[config.mk]
export PLATFORM = sky130hd
export DESIGN_NAME = conv_layer_engine_flat
export DESIGN_NICKNAME = d
export VERILOG_FILES = /design/src/rtl/conv_layer_engine_if.sv /design/src/rtl/conv_layer_engine.sv /design/src/flat_wrapper.sv
export SDC_FILE = /design/constraint.sdc
export NUM_CORES = 1
export LEC_CHECK = 0
export CORE_AREA = 2 2 148 150
export CTS_CLUSTER_DIAMETER = 100
export DETAILED_ROUTE_END_ITERATION = 7
export DIE_AREA = 0 0 150 152
export PLACE_DENSITY = 0.78
export SYNTH_ARGS = -nofsm -noshare
export SYNTH_HDL_FRONTEND = slang
export SYNTH_SLANG_ARGS = --single-unit
[constraint.sdc]
create_clock -name clk -period 4.3 [get_ports clk]
set_clock_uncertainty 0.1 [all_clocks]
set_input_delay 1.075 -clock clk [delete_from_list [all_inputs] [get_ports clk]]
set_output_delay 1.075 -clock clk [all_outputs]
set_load 0.01 [all_outputs]
[src/rtl/conv_layer_engine_if.sv]
// Bus bundle for conv_layer_engine: control handshake, the three memory
// read ports and the result stream. master = engine side, slave = environment.
interface conv_layer_engine_if #(
  parameter int IN_CH  = 1,
  parameter int OUT_CH = 16,
  parameter int IN_H   = 28,
  parameter int IN_W   = 28,
  parameter int K      = 3,
  parameter int DW     = 8,
  parameter int AW     = 32
);
  localparam int OH     = IN_H - K + 1;
  localparam int OW     = IN_W - K + 1;
  localparam int IMG_AW = (IN_CH * IN_H * IN_W > 1) ? $clog2(IN_CH * IN_H * IN_W) : 1;
  localparam int WT_AW  = (OUT_CH * IN_CH * K * K > 1) ? $clog2(OUT_CH * IN_CH * K * K) : 1;
  localparam int F_W    = (OUT_CH > 1) ? $clog2(OUT_CH) : 1;
  localparam int ROW_W  = (OH > 1) ? $clog2(OH) : 1;
  localparam int COL_W  = (OW > 1) ? $clog2(OW) : 1;

  logic                     start;
  logic                     busy;
  logic                     done;
  logic [IMG_AW-1:0]        img_addr;
  logic signed [DW-1:0]     img_rdata;
  logic [WT_AW-1:0]         wt_addr;
  logic signed [DW-1:0]     wt_rdata;
  logic [F_W-1:0]           bias_addr;
  logic signed [AW-1:0]     bias_rdata;
  logic                     out_valid;
  logic                     out_ready;
  logic signed [AW-1:0]     out_data;
  logic [F_W-1:0]           out_f;
  logic [ROW_W-1:0]         out_row;
  logic [COL_W-1:0]         out_col;

  modport master (
    input  start, img_rdata, wt_rdata, bias_rdata, out_ready,
    output busy, done, img_addr, wt_addr, bias_addr,
    output out_valid, out_data, out_f, out_row, out_col
  );

  modport slave (
    output start, img_rdata, wt_rdata, bias_rdata, out_ready,
    input  busy, done, img_addr, wt_addr, bias_addr,
    input  out_valid, out_data, out_f, out_row, out_col
  );
endinterface

[src/rtl/conv_layer_engine.sv]
// Single-MAC convolution layer engine: stride 1, no padding, optional
// arithmetic shift and ReLU on each result, ready/valid result stream.
//
// state | meaning
// IDLE  | waiting for start; all indices parked at zero
// BIAS  | bias_addr = f presented; MAC counters cleared
// MAC   | one (pixel, weight) address pair per cycle, N cycles
// DRAIN | last product added; shifted/ReLU result captured
// OUT   | out_valid held until out_ready; then step (col,row,f)
// DONE  | one-cycle done pulse, back to IDLE
module conv_layer_engine #(
  parameter int IN_CH  = 1,
  parameter int OUT_CH = 16,
  parameter int IN_H   = 28,
  parameter int IN_W   = 28,
  parameter int K      = 3,
  parameter int DW     = 8,
  parameter int AW     = 32,
  parameter int RELU   = 1,
  parameter int SHIFT  = 0
) (
  input logic clk,
  input logic reset,
  conv_layer_engine_if.master bus
);
  localparam int OH     = IN_H - K + 1;
  localparam int OW     = IN_W - K + 1;
  localparam int N      = IN_CH * K * K;
  localparam int IMG_AW = (IN_CH * IN_H * IN_W > 1) ? $clog2(IN_CH * IN_H * IN_W) : 1;
  localparam int WT_AW  = (OUT_CH * IN_CH * K * K > 1) ? $clog2(OUT_CH * IN_CH * K * K) : 1;
  localparam int F_W    = (OUT_CH > 1) ? $clog2(OUT_CH) : 1;
  localparam int ROW_W  = (OH > 1) ? $clog2(OH) : 1;
  localparam int COL_W  = (OW > 1) ? $clog2(OW) : 1;
  localparam int CH_W   = (IN_CH > 1) ? $clog2(IN_CH) : 1;
  localparam int K_W    = (K > 1) ? $clog2(K) : 1;
  localparam int N_W    = (N > 1) ? $clog2(N) : 1;

  localparam logic [F_W-1:0]   F_LAST   = F_W'(OUT_CH - 1);
  localparam logic [ROW_W-1:0] ROW_LAST = ROW_W'(OH - 1);
  localparam logic [COL_W-1:0] COL_LAST = COL_W'(OW - 1);
  localparam logic [CH_W-1:0]  CH_LAST  = CH_W'(IN_CH - 1);
  localparam logic [K_W-1:0]   K_LAST   = K_W'(K - 1);
  localparam logic [N_W-1:0]   N_LAST   = N_W'(N - 1);

  typedef enum logic [2:0] {IDLE, BIAS, MAC, DRAIN, OUT, DONE} state_t;

  state_t                state;
  logic [F_W-1:0]        f;
  logic [ROW_W-1:0]      row;
  logic [COL_W-1:0]      col;
  logic [CH_W-1:0]       ch;
  logic [K_W-1:0]        m;
  logic [K_W-1:0]        n;
  logic [N_W-1:0]        mac_left;
  logic signed [AW-1:0]  acc;
  logic signed [AW-1:0]  out_data_reg;
  logic                  busy_reg;
  logic                  done_reg;
  logic                  out_valid_reg;

  logic signed [2*DW-1:0] prod;
  logic signed [AW-1:0]   prod_ext;
  logic signed [AW-1:0]   acc_sum;
  logic signed [AW-1:0]   shifted;
  logic signed [AW-1:0]   result;
  logic                   last_out;

  // Counters are always in range, so addresses stay legal in every state.
  assign bus.img_addr  = IMG_AW'((int'(ch) * IN_H + int'(row) + int'(m)) * IN_W + int'(col) + int'(n));
  assign bus.wt_addr   = WT_AW'(((int'(f) * IN_CH + int'(ch)) * K + int'(m)) * K + int'(n));
  assign bus.bias_addr = f;

  assign bus.busy      = busy_reg;
  assign bus.done      = done_reg;
  assign bus.out_valid = out_valid_reg;
  assign bus.out_data  = out_data_reg;
  assign bus.out_f     = f;
  assign bus.out_row   = row;
  assign bus.out_col   = col;

  assign prod     = (2*DW)'(bus.img_rdata) * (2*DW)'(bus.wt_rdata);
  assign prod_ext = AW'(prod);
  assign acc_sum  = acc + prod_ext;
  assign shifted  = acc_sum >>> SHIFT;
  assign result   = (RELU != 0 && shifted[AW-1]) ? '0 : shifted;
  assign last_out = (f == F_LAST) && (row == ROW_LAST) && (col == COL_LAST);

  // Sequencer: state, loop counters, accumulator and registered outputs.
  always_ff @(posedge clk or posedge reset) begin
    if (reset) begin
      state         <= IDLE;
      f             <= '0;
      row           <= '0;
      col           <= '0;
      ch            <= '0;
      m             <= '0;
      n             <= '0;
      mac_left      <= '0;
      acc           <= '0;
      out_data_reg  <= '0;
      busy_reg      <= 1'b0;
      done_reg      <= 1'b0;
      out_valid_reg <= 1'b0;
    end else begin
      done_reg <= 1'b0;
      case (state)
        IDLE: begin
          if (bus.start) begin
            state    <= BIAS;
            busy_reg <= 1'b1;
            f        <= '0;
            row      <= '0;
            col      <= '0;
          end
        end
        BIAS: begin
          state    <= MAC;
          ch       <= '0;
          m        <= '0;
          n        <= '0;
          mac_left <= N_LAST;
        end
        MAC: begin
          // Bias arrives on the first MAC cycle; products trail their address by one cycle.
          if (mac_left == N_LAST) acc <= bus.bias_rdata;
          else                    acc <= acc_sum;
          if (n == K_LAST) begin
            n <= '0;
            if (m == K_LAST) begin
              m  <= '0;
              ch <= (ch == CH_LAST) ? '0 : ch + 1'b1;
            end else begin
              m <= m + 1'b1;
            end
          end else begin
            n <= n + 1'b1;
          end
          if (mac_left == '0) state <= DRAIN;
          else                mac_left <= mac_left - 1'b1;
        end
        DRAIN: begin
          acc           <= acc_sum;
          out_data_reg  <= result;
          out_valid_reg <= 1'b1;
          state         <= OUT;
        end
        OUT: begin
          if (bus.out_ready) begin
            out_valid_reg <= 1'b0;
            if (last_out) begin
              state    <= DONE;
              done_reg <= 1'b1;
              f        <= '0;
              row      <= '0;
              col      <= '0;
            end else begin
              state <= BIAS;
              if (col == COL_LAST) begin
                col <= '0;
                if (row == ROW_LAST) begin
                  row <= '0;
                  f   <= f + 1'b1;
                end else begin
                  row <= row + 1'b1;
                end
              end else begin
                col <= col + 1'b1;
              end
            end
          end
        end
        DONE: begin
          state    <= IDLE;
          busy_reg <= 1'b0;
        end
        default: begin
          state    <= IDLE;
          busy_reg <= 1'b0;
        end
      endcase
    end
  end
endmodule

[src/flat_wrapper.sv]
// flat-port wrapper written by rule: the top's interface ports become plain ports
module conv_layer_engine_flat 
#(
  parameter int IN_CH  = 1,
  parameter int OUT_CH = 16,
  parameter int IN_H   = 28,
  parameter int IN_W   = 28,
  parameter int K      = 3,
  parameter int DW     = 8,
  parameter int AW     = 32,
  parameter int RELU   = 1,
  parameter int SHIFT  = 0
)
  (clk, reset, bus_start, bus_img_rdata, bus_wt_rdata, bus_bias_rdata, bus_out_ready, bus_busy, bus_done, bus_img_addr, bus_wt_addr, bus_bias_addr, bus_out_valid, bus_out_data, bus_out_f, bus_out_row, bus_out_col);
  conv_layer_engine_if #(.IN_CH(IN_CH), .OUT_CH(OUT_CH), .IN_H(IN_H), .IN_W(IN_W), .K(K), .DW(DW), .AW(AW)) bus_i ();
  input logic clk;
  input logic reset;
  input wire logic [$bits(bus_i.start)-1:0] bus_start;
  input wire logic [$bits(bus_i.img_rdata)-1:0] bus_img_rdata;
  input wire logic [$bits(bus_i.wt_rdata)-1:0] bus_wt_rdata;
  input wire logic [$bits(bus_i.bias_rdata)-1:0] bus_bias_rdata;
  input wire logic [$bits(bus_i.out_ready)-1:0] bus_out_ready;
  output wire logic [$bits(bus_i.busy)-1:0] bus_busy;
  output wire logic [$bits(bus_i.done)-1:0] bus_done;
  output wire logic [$bits(bus_i.img_addr)-1:0] bus_img_addr;
  output wire logic [$bits(bus_i.wt_addr)-1:0] bus_wt_addr;
  output wire logic [$bits(bus_i.bias_addr)-1:0] bus_bias_addr;
  output wire logic [$bits(bus_i.out_valid)-1:0] bus_out_valid;
  output wire logic [$bits(bus_i.out_data)-1:0] bus_out_data;
  output wire logic [$bits(bus_i.out_f)-1:0] bus_out_f;
  output wire logic [$bits(bus_i.out_row)-1:0] bus_out_row;
  output wire logic [$bits(bus_i.out_col)-1:0] bus_out_col;
  assign bus_i.start = bus_start;
  assign bus_i.img_rdata = bus_img_rdata;
  assign bus_i.wt_rdata = bus_wt_rdata;
  assign bus_i.bias_rdata = bus_bias_rdata;
  assign bus_i.out_ready = bus_out_ready;
  assign bus_busy = bus_i.busy;
  assign bus_done = bus_i.done;
  assign bus_img_addr = bus_i.img_addr;
  assign bus_wt_addr = bus_i.wt_addr;
  assign bus_bias_addr = bus_i.bias_addr;
  assign bus_out_valid = bus_i.out_valid;
  assign bus_out_data = bus_i.out_data;
  assign bus_out_f = bus_i.out_f;
  assign bus_out_row = bus_i.out_row;
  assign bus_out_col = bus_i.out_col;
  conv_layer_engine #(.IN_CH(IN_CH), .OUT_CH(OUT_CH), .IN_H(IN_H), .IN_W(IN_W), .K(K), .DW(DW), .AW(AW), .RELU(RELU), .SHIFT(SHIFT)) u_core (.clk(clk), .reset(reset), .bus(bus_i));
endmodule
# == Word level (Yosys, flattened, before mapping) ==
# Index checks and enable logic that the tools add are counted.
# word_totals
register_bits,93
in_bits,52
output_inout_bits,71
elab_cells,112
# op_classes
addsub,15
n_mul,5
eq_ne,18
n_mux,42
n_bitwise,1
reduce_logical,18
# op_table
operator,n
32-bit by 3-bit adder with 32-bit output,2
32-bit case mux with 2 select lines,1
5-bit 2-to-1 mux,8
32-bit by 16-bit adder with 32-bit output,1
32-bit by 6-bit adder with 32-bit output,1
32-bit by 3-bit multiplier with 32-bit output (second input constant),1
32-bit by 3-bit multiplier with 8-bit output (second input constant),1
32-bit by 4-bit multiplier with 8-bit output (second input constant),1
32-bit 2-to-1 mux,1
31-bit 2-to-1 mux,1
4-bit 2-to-1 mux,6
5-bit case mux with 2 select lines,2
8-bit by 8-bit multiplier with 16-bit output,1
4-bit case mux with 2 select lines,2
3-bit case mux with 5 select lines,1
3-bit 2-to-1 mux,4
10-bit by 3-bit adder with 10-bit output,1
10-bit by 6-bit adder with 10-bit output,1
5-bit by 1-bit adder with 5-bit output (second input constant),2
5-bit equality test (second input constant),2
3-bit AND reduction,3
8-bit by 3-bit adder with 8-bit output,1
4-bit equality test (second input constant),2
1-bit 2-to-1 mux,8
25 further kinds,45

# == Logic depth before layout (Yosys ltp) ==
# Gate-level depths: netlist of the first run.
# logic_depth
word_depth,6
ltp_mapped,20

# == Worst setup path after synthesis of the first run ==
# Ideal clock, no wire load.
# synth_path
path_kind,in2reg
startpoint,input bus_wt_rdata[1]
endpoint,register u_core.acc[29]
setup_time_ns,0.125
t_arrival_ns,6.561
required_time_ns,4.075
setup_slack_ns,-2.487
stages,16
path_cell_list,clkbuf_1 and2_1 fa_1 fa_1 fa_1 fa_1 ha_1 ha_1 a21oi_2 nand2_1 a221oi_2 a21oi_2 o41ai_4 xor2_1 o21ai_1 mux2_4
# synth_between
elab_chain_cells,4
# synth_rtl
element,line_no,text
from (decl),flat_wrapper.sv:20,input wire logic [$bits(bus_i.wt_rdata)-1:0] bus_wt_rdata;
8-bit by 8-bit multiplier with 16-bit output *,conv_layer_engine.sv:81,assign prod = (2*DW)'(bus.img_rdata) * (2*DW)'(bus.wt_rdata);
32-bit by 16-bit adder with 32-bit output *,conv_layer_engine.sv:83,assign acc_sum = acc + prod_ext;
32-bit 2-to-1 mux,conv_layer_engine.sv:125,if (mac_left == N_LAST) acc <= bus.bias_rdata;
32-bit case mux with 2 select lines *,conv_layer_engine.sv:106,case (state)
to (signal assigned),conv_layer_engine.sv:125,
to (signal assigned),conv_layer_engine.sv:126,else acc <= acc_sum;
to (signal assigned),conv_layer_engine.sv:142,acc <= acc_sum;
to (decl),conv_layer_engine.sv:55,logic signed [AW-1:0] acc;
# Every way passes the cells marked *; elsewhere a longest branch is shown, timed or not.
# A chain may end at the register's enable or synchronous reset.

# == Worst setup path after layout of the first run ==
# layout_path
startpoint,input bus_wt_rdata[6]
endpoint,register u_core.acc[31]
# The elaborated chain is that of the path after synthesis.

==> impl_summary.md, run 1 <==
Placed design
The count of buffers added on input and output ports is between 100 and 150. The wire-length estimate of the detail-placed layout is 23,880 µm. Summing all placed instances gives a cell area of 0.01470 mm². At the end of routability-driven placement, the weighted congestion stood at 0.8917.

Floorplan
In this run the count of I/O pins placed on the die edge is approximately 120. The floorplan has 54 rows. The floorplan core area is 0.02135 mm².

The y dimension of the die is ~150 µm. The overall die area is 0.02280 mm². The initial utilization of the core area, before any placement, comes to 51.59%.

The width of the die is 150 µm.

Final layout
The multi-input logic area is 0.01004 mm². The cell area after layout is approximately 0.017 mm². Counting the fill cells in the layout gives 1,106. In the final layout, flip-flops and latches occupy 0.002282 mm². From synthesis to final layout, the design area changed by 54.53%. The number of flip-flops under the largest register name is 32. At the end of the flow the core is filled with cells to 79.73%. The post-route netlist has between 30% and 40% of its cells at a drive strength greater than 1. The count of inserted antenna diode cells is 0. The total number of nets in the final design is 1,818.

Detailed routing
The met1 wire length is 14,590 µm. For this block, the initial DRC count from the detailed router was 885. Dividing the detail-routed via count by the number of cells gives 6.127. After detailed routing, the average wire length per cell comes to between 20 and 25 µm. Signal routing reaches up to met4. The total vias in the final route is 10.91k. For this run, design rule violations remaining after detail routing come to 0.

Before antenna repair, the detailed router went through 5 iterations. The count of nets left with antenna violations once routing finished came out at 0. The post-detailed-routing wire length is between 40,000 and 50,000 µm. After detailed routing, the met3 layer carries 3472 µm of wire. In the detailed route, the total length drawn on met2 is 21,140 µm.

Synthesis
The largest area contributor in the synthesized netlist is sky130_fd_sc_hd__fa_1. The register bit count reported by yosys is 91. The Yosys step of the flow raised 0 warnings. The number of nets handed over by synthesis was 1,469. For this run, the register share of the synthesized area comes to 20.67%. The area of the mapped netlist is roughly 0.011 mm². The top flip-flop cell by instance count after synthesis is sky130_fd_sc_hd__dfrtp_1.

The top cell type by area accounts for 26.17% of the synthesized area. The async set or reset register ratio after synthesis is 100.0%. The number of enable flip-flop cells after synthesis is 0. Ranked by instance count, the synthesized netlist is headed by sky130_fd_sc_hd__fa_1, sky130_fd_sc_hd__inv_1, sky130_fd_sc_hd__nand2_1. Yosys attributes the largest share of cell area to sky130_fd_sc_hd__fa_1, sky130_fd_sc_hd__dfrtp_1, sky130_fd_sc_hd__ha_1. The cell with the most instances after synthesis is sky130_fd_sc_hd__fa_1. The number of instances in the synthesized netlist is 1,147. The per-instance average area after synthesis is 9.604 µm².

The number of different library cells used by synthesis comes to 66.

Setup path
By startpoint and endpoint, the worst setup path is classified as primary input to flip-flop. The family with the most delay on the worst path is adder cells. STA classifies the critical path startpoint as a primary input. The capturing element type of the critical path is a flip-flop.

For the worst setup path, the data arrival time is roughly 6.4 ns. For this design, the slowest cell found on the critical path is sky130_fd_sc_hd__fa_2. The signal on the critical path passes through buf_2, and2_1, o21bai_1, ha_1, inv_1, fa_2, clkinvlp_4, buf_6, fa_2, fa_2, ha_4, ha_4, nand4_1, nor2_4, nand3_4, a21oi_4, buf_6, o21ai_4, xnor2_4, buf_6, buf_12, nand2_2, a21oi_2. The number of buffers and inverters on the critical path is 7. At the worst endpoint, the required time is 4.51 ns.

The top fanout value on the critical path is 6. On the worst path, the slowest cell contributes a delay of 0.59 ns.

STA
The tightest hold path in the finished design has a slack of 0.4006 ns. The headroom to the max-slew limit is 13.34%. The final count of negative-setup-slack endpoints is 69. The final cycle utilization of the critical path is 144.1%. Derived from the worst setup path, the maximum achievable clock frequency is 161.4 MHz. Counting I/O delays and the setup requirement, the final critical path takes 6.194 ns. The total count of max-transition violations in the final report came to 0. The transition time at the pin with the least slew margin is 1.300 ns. The setup TNS after final layout is -99.32 ns. Setup repair after global routing could not meet its margin everywhere.

The total count of hold-check failures in the final report is 0. After layout, the worst setup slack is -1.894 ns.

Clocking
CTS saw 91 sinks. The cell at the root of the clock tree is sky130_fd_sc_hd__clkbuf_16. The clock transition at the registers of the reported paths is 0.07 ns. The CTS tree is yes.

The clock reaches the later pin of the worst-skew pair after 0.38 ns. The maximum clock insertion buffer count is 2. The number of buffers inserted during clock tree synthesis is 9. In this run the number of H-tree levels came out at 3.

GRT
The total global routing track utilization is 34.05%. The initial antenna violation count came to 0. The maximum number of pins on one net before global-route repair is 59. The via count of the first global-routing pass is 11.40k.

The first global-routing pass estimated around 60,000 µm of wire. The aggregate global routing overflow is 0.

Worst hold path
In this run the worst hold path is classified as flip-flop to flip-flop.

Status
The final reports fail on negative setup slack. The flow ran to the end, but the final reports show violations.

Run
The count of max-cap constraint violations is 0.
per-layer routing:
| metal | global-route usage [%] | vias to the layer above |
|---|---|---|
| met3 | 4.565 | 268 |
| li1 | - | 4482 |
| met5 | 0 | - |
| met1 | 41.23 | 5416 |
| met2 | 58.75 | 747 |
| met4 | 17.88 | 0 |
layout by cell type, fill, tap and decap left out, types with 21 or more instances in the layout:
master and count:
sky130_fd_sc_hd__nor2_1 49, sky130_fd_sc_hd__fa_1 128, sky130_fd_sc_hd__nand2_1 123, sky130_fd_sc_hd__dfrtp_1 87, sky130_fd_sc_hd__buf_4 189, sky130_fd_sc_hd__o21ai_1 21, sky130_fd_sc_hd__and2_1 32, sky130_fd_sc_hd__buf_6 53
sky130_fd_sc_hd__a21oi_2 25, sky130_fd_sc_hd__o21ai_0 27, sky130_fd_sc_hd__ha_4 66, sky130_fd_sc_hd__inv_1 117, sky130_fd_sc_hd__a21oi_1 28, sky130_fd_sc_hd__ha_1 60, sky130_fd_sc_hd__clkdlybuf4s50_1 92
final timing paths:
check | startpoint | endpoint | slack, ns | cells past startpoint
min in group asynchronous | reset | u_core.acc[2]$_DFFE_PP0P_ | 1.08 | 2
max in group asynchronous | reset | u_core.acc[16]$_DFFE_PP0P_ | 2.33 | 3
worst max register to register | u_core.acc[15]$_DFFE_PP0P_ | u_core.acc[29]$_DFFE_PP0P_ | -1.10 | 17
worst min register to register | u_core.bus.out_data[20]$_DFFE_PP0P_ | u_core.bus.out_data[20]$_DFFE_PP0P_ | 0.40 | 2
worst min-delay path | u_core.bus.out_data[20]$_DFFE_PP0P_ | u_core.bus.out_data[20]$_DFFE_PP0P_ | 0.40 | 2
worst max-delay path | bus_wt_rdata[6] | u_core.acc[31]$_DFFE_PP0P_ | -1.89 | 23
layout make-up:
type	instances	area share, %
clock buffers	10	1.345
multi-input cells	879	59.00
well taps	280	2.058
clock inverters	6	0.5660
repair buffers	375	20.43
inverters	140	3.197
flip-flops and latches	91	13.41
stage by stage:
step | std cells | setup slack, ns
CTS | 1766 | -1.782
global placement | 1694 | -2.374
detailed placement | 1694 | -2.469
finish | 1781 | -1.894
floorplan | 1147 | -1.722
global route | 1781 | -1.943
cell families (layout without fill, tap and decap cells):
logic type               after synthesis  in the layout  share of synthesized area (%)
AO/OA/AOI/OAI                        230            230                          13.83
XOR/XNOR                              59             59                          4.759
adder cells (fa/ha/maj)              270            270                          40.48
buffers and inverters                177            531                          6.497
flip-flops                            91             91                          20.67
multiplexers                           5              5                         0.5224
other                                  1              1                        0.03404
AND/OR/NAND/NOR                      314            314                          13.20
what timing repair did:
action / 4_1_cts / 5_1_grt
gates resized for setup: 308 / 114
setup endpoints to repair: 70 / 71
setup buffers: 58 / 29
hold buffers: 0 / 0
pin swaps: 165 / 132
cloned: 2 / 0
worst register-to-register path, cell delays in order, from the launching register on:
cell and delay, ns:
sky130_fd_sc_hd__dfrtp_1 0.45, sky130_fd_sc_hd__fa_1 0.56, sky130_fd_sc_hd__inv_1 0.08, sky130_fd_sc_hd__fa_1 0.48, sky130_fd_sc_hd__fa_1 0.52, sky130_fd_sc_hd__inv_1 0.09, sky130_fd_sc_hd__fa_1 0.49, sky130_fd_sc_hd__ha_1 0.31
sky130_fd_sc_hd__ha_1 0.32, sky130_fd_sc_hd__nand4_1 0.24, sky130_fd_sc_hd__o21bai_1 0.18, sky130_fd_sc_hd__a221oi_4 0.35, sky130_fd_sc_hd__a21oi_4 0.12, sky130_fd_sc_hd__buf_6 0.14, sky130_fd_sc_hd__o41ai_4 0.23, sky130_fd_sc_hd__xor2_1 0.25
sky130_fd_sc_hd__o21ai_1 0.09, sky130_fd_sc_hd__mux2_4 0.30
Power of run 1 is left out: the tool's default activity adds up to more than one toggle a clock period on the data nets, which glitch-free logic cannot reach.
==> run 2: changes to the inputs <==
--- a/config.mk
+++ b/config.mk
@@ -5,10 +5,10 @@
 export SDC_FILE = /design/constraint.sdc
 export NUM_CORES = 1
 export LEC_CHECK = 0
-export CORE_AREA = 2 2 148 150
+export CORE_AREA = 5 5 151 153
 export CTS_CLUSTER_DIAMETER = 100
 export DETAILED_ROUTE_END_ITERATION = 7
-export DIE_AREA = 0 0 150 152
+export DIE_AREA = 0 0 156 158
 export PLACE_DENSITY = 0.78
 export SYNTH_ARGS = -nofsm -noshare
 export SYNTH_HDL_FRONTEND = slang
==> impl_summary.md, run 2 (synthesized netlist as in run 1, its figures left out) <==
Final layout
From synthesis to final layout, the design area changed by 47.14%. The core occupancy in the finished layout is 75.67%. The total number of nets in the final design is roughly 1.8k. The top cell types in the final layout, fill and taps aside, are sky130_fd_sc_hd__buf_4, sky130_fd_sc_hd__fa_1, sky130_fd_sc_hd__nand2_1. The register with the most flip-flops in the layout has 32 of them. The number of antenna diodes in the final layout is 0. The cell area after layout is 0.01621 mm². The library cell used most frequently in the layout, excluding fill and tap cells, is sky130_fd_sc_hd__buf_4. The fraction of layout instances using a drive strength above 1 is 34.44%.

Detailed routing
The routed layout has 10.09k vias. The pre-antenna-repair detailed-routing pass consisted of 6 iterations. The DRC violation count after routing is 0. Once detail routing completed, the nets flagged for antenna violations numbered 0.

The average via count per standard cell is roughly 5.7. For this block, the routed nets add up to 36,550 µm of wire. The starting DRC count in detailed routing is 682.

Dividing the detail-routed wire length by the instance count gives 20.76 µm.

Clocking
The number of buffers inserted during clock tree synthesis is 9. The number of hold-repair buffers added at the cts stage is 0. Clock latency on the worst-skew pair, taken at its later pin, is 0.37 ns. The clock transition at the registers of the reported paths is around 0.08 ns. The number of levels in the clock H-tree is 3. The cell at the root of the clock tree is sky130_fd_sc_hd__clkbuf_16. The maximum clock insertion buffer count is 2. The number of sinks handled by clock tree synthesis is 91. The CTS tree is yes.

STA
The worst path uses 139.6% of the clock period. The maximum frequency from static timing analysis is approximately 170 MHz. Setup repair after global routing could not meet its margin everywhere. The total count of max-transition violations in the final report is 0. The final count of negative-setup-slack endpoints is 69. The setup TNS after final layout is -92.26 ns.

The smallest setup slack after layout is -1.704 ns. Final hold analysis gives a worst-case slack of between 0.3 and 0.4 ns. The total count of hold-check failures in the final report is 0. After layout, the minimum clock period comes to 6.004 ns. The worst pin sits at a relative slew slack of 23.50%. The transition time at the pin with the least slew margin is between 1 and 1.5 ns.

Setup path
The logic depth of the worst register-to-register path is 19. The slack of the worst reg-to-reg path is -0.79 ns. The family with the most delay on the worst path is adder cells. Data arrives at the worst endpoint at 6.19 ns. Along the worst path, the maximum fanout reaches 11.

STA classifies the critical path startpoint as a primary input. In this design, the stage delay of the slowest critical-path cell is 0.62 ns. The most critical setup path has its endpoint at u_core.bus.out_data[14]$_DFFE_PP0P_.

The cell at the slowest stage of the critical path is sky130_fd_sc_hd__fa_2. At the worst endpoint, the required time is 4.48 ns. The most critical setup path has its startpoint at bus_img_rdata[7]. Together, buffers and inverters on the worst path number 8.

Traced cell by cell, the critical path runs through buf_6, buf_8, nand2_8, inv_4, fa_2, inv_4, fa_2, clkinvlp_4, buf_6, fa_1, fa_1, ha_4, ha_4, nand4_1, nor2_4, a221oi_4, a21oi_4, o21ai_4, xnor2_4, buf_6, buf_12, o31ai_2. The startpoint identified for the worst register-to-register timing path is u_core.acc[6]$_DFFE_PP0P_. The worst register-to-register path ends at u_core.bus.out_data[14]$_DFFE_PP0P_.

The capturing element type of the critical path is a flip-flop. The setup path with the least slack is of type primary input to flip-flop. The critical path runs through a total of 22 cells. The most frequent cell on the critical path is sky130_fd_sc_hd__buf_6.

GRT
The initial antenna violation count is 0. Summed over all layers, the global routing overflow is 0. The maximum number of pins on one net before global-route repair is 89.

The first global-routing pass estimated 58,060 µm of wire. For this run, the total global-route usage over all layers was measured as 30.20%. The via count of the first global-routing pass is between 10k and 15k.

Status
The run finished, with violations left. The checks that failed: negative setup slack.

Placed design
The placed instances occupy a cell area of 0.01468 mm². The count of buffers added on input and output ports is 121. Once detailed placement completed, the half-perimeter wirelength came to 24,700 µm. At the end of routability-driven placement, the weighted congestion stood at roughly 0.9.

Worst hold path
The worst hold path belongs to the class flip-flop to flip-flop.

Floorplan
The count of standard-cell rows is 54. From left edge to right edge, the die measures 156 µm. The core region is 0.02142 mm². 123 I/O pins were placed. The floorplan step defined a die boundary enclosing between 0.02 and 0.025 mm². The y dimension of the die is between 150 and 200 µm. The initial utilization of the core area, before any placement, comes to about half.

Run
Across the run, the number of max-cap violations was 0.
run 2: cell types whose count changed in the layout (fill, tap and decap cells not counted), moves of 5 or more:
cell / before / now
sky130_fd_sc_hd__a21oi_1: 28 / 36
sky130_fd_sc_hd__a21oi_2: 25 / 20
sky130_fd_sc_hd__buf_12: 18 / 8
sky130_fd_sc_hd__buf_2: 15 / 21
sky130_fd_sc_hd__buf_6: 53 / 40
sky130_fd_sc_hd__ha_1: 60 / 68
sky130_fd_sc_hd__ha_4: 66 / 58
sky130_fd_sc_hd__inv_1: 117 / 124
sky130_fd_sc_hd__inv_2: 16 / 8
sky130_fd_sc_hd__nor2_2: 12 / 7
sky130_fd_sc_hd__o31ai_4: 11 / 5
sky130_fd_sc_hd__xor2_1: 13 / 21
sky130_fd_sc_hd__xor2_2: 9 / 2
run 2: how the worst min path moves through the flow:
stage                                              from                                  end  slack [ns]  depth (start not counted)
floorplan                     u_core.acc[6]$_DFFE_PP0P_            u_core.acc[6]$_DFFE_PP0P_        0.36                          2
global placement              u_core.acc[6]$_DFFE_PP0P_            u_core.acc[6]$_DFFE_PP0P_        0.37                          2
detailed placement  u_core.bus.out_data[20]$_DFFE_PP0P_  u_core.bus.out_data[20]$_DFFE_PP0P_        0.37                          2
CTS                 u_core.bus.out_data[17]$_DFFE_PP0P_  u_core.bus.out_data[17]$_DFFE_PP0P_        0.39                          2
global route        u_core.bus.out_data[20]$_DFFE_PP0P_  u_core.bus.out_data[20]$_DFFE_PP0P_        0.40                          2
finish              u_core.bus.out_data[17]$_DFFE_PP0P_  u_core.bus.out_data[17]$_DFFE_PP0P_        0.39                          2
run 2: stage by stage:
| step | instances | setup slack [ns] |
|---|---|---|
| 2_1_floorplan | 1147 | -1.722 |
| 3_3_place_gp | 1699 | -2.334 |
| 3_5_place_dp | 1699 | -2.440 |
| 4_1_cts | 1761 | -1.579 |
| 5_1_grt | 1761 | -1.874 |
| 6_report | 1761 | -1.704 |
run 2: timing repair:
item	in CTS	in global routing
pin swaps	153	21
gates cloned	1	0
gates resized for setup	292	19
buffers inserted	49	8
setup endpoints to repair	70	71
run 2: layout make-up:
cell class                      count  area (µm²)
Sequential cell                    91        2282
Timing Repair Buffer              354        3110
Inverter                          140       550.5
Clock buffer                       10       229.0
Clock inverter                      6       71.32
Multi-Input combinational cell    880        9614
Fill cell                        1255        5210
Tap cell                          280       350.3
run 2: worst min-delay path, delay by kind of cell, from the launching register on:
family / cells / cell delay (ns)
DFF: 1 / 0.34
AOI/OAI and AO/OA: 1 / 0.05
and+or+nand+nor: 1 / 0.06
run 2: routing by layer:
metal	vias to the layer above	GRT usage [%]	wire (µm)	part of all wire (%)
li1	4448	-	-	-
met1	5040	34.76	13700	37
met2	444	54.24	18830	52
met3	153	3.937	1904	5.2
met4	0	17.05	2124	5.8
met5	-	0	0	0
Power of run 2 is left out for the same reason.
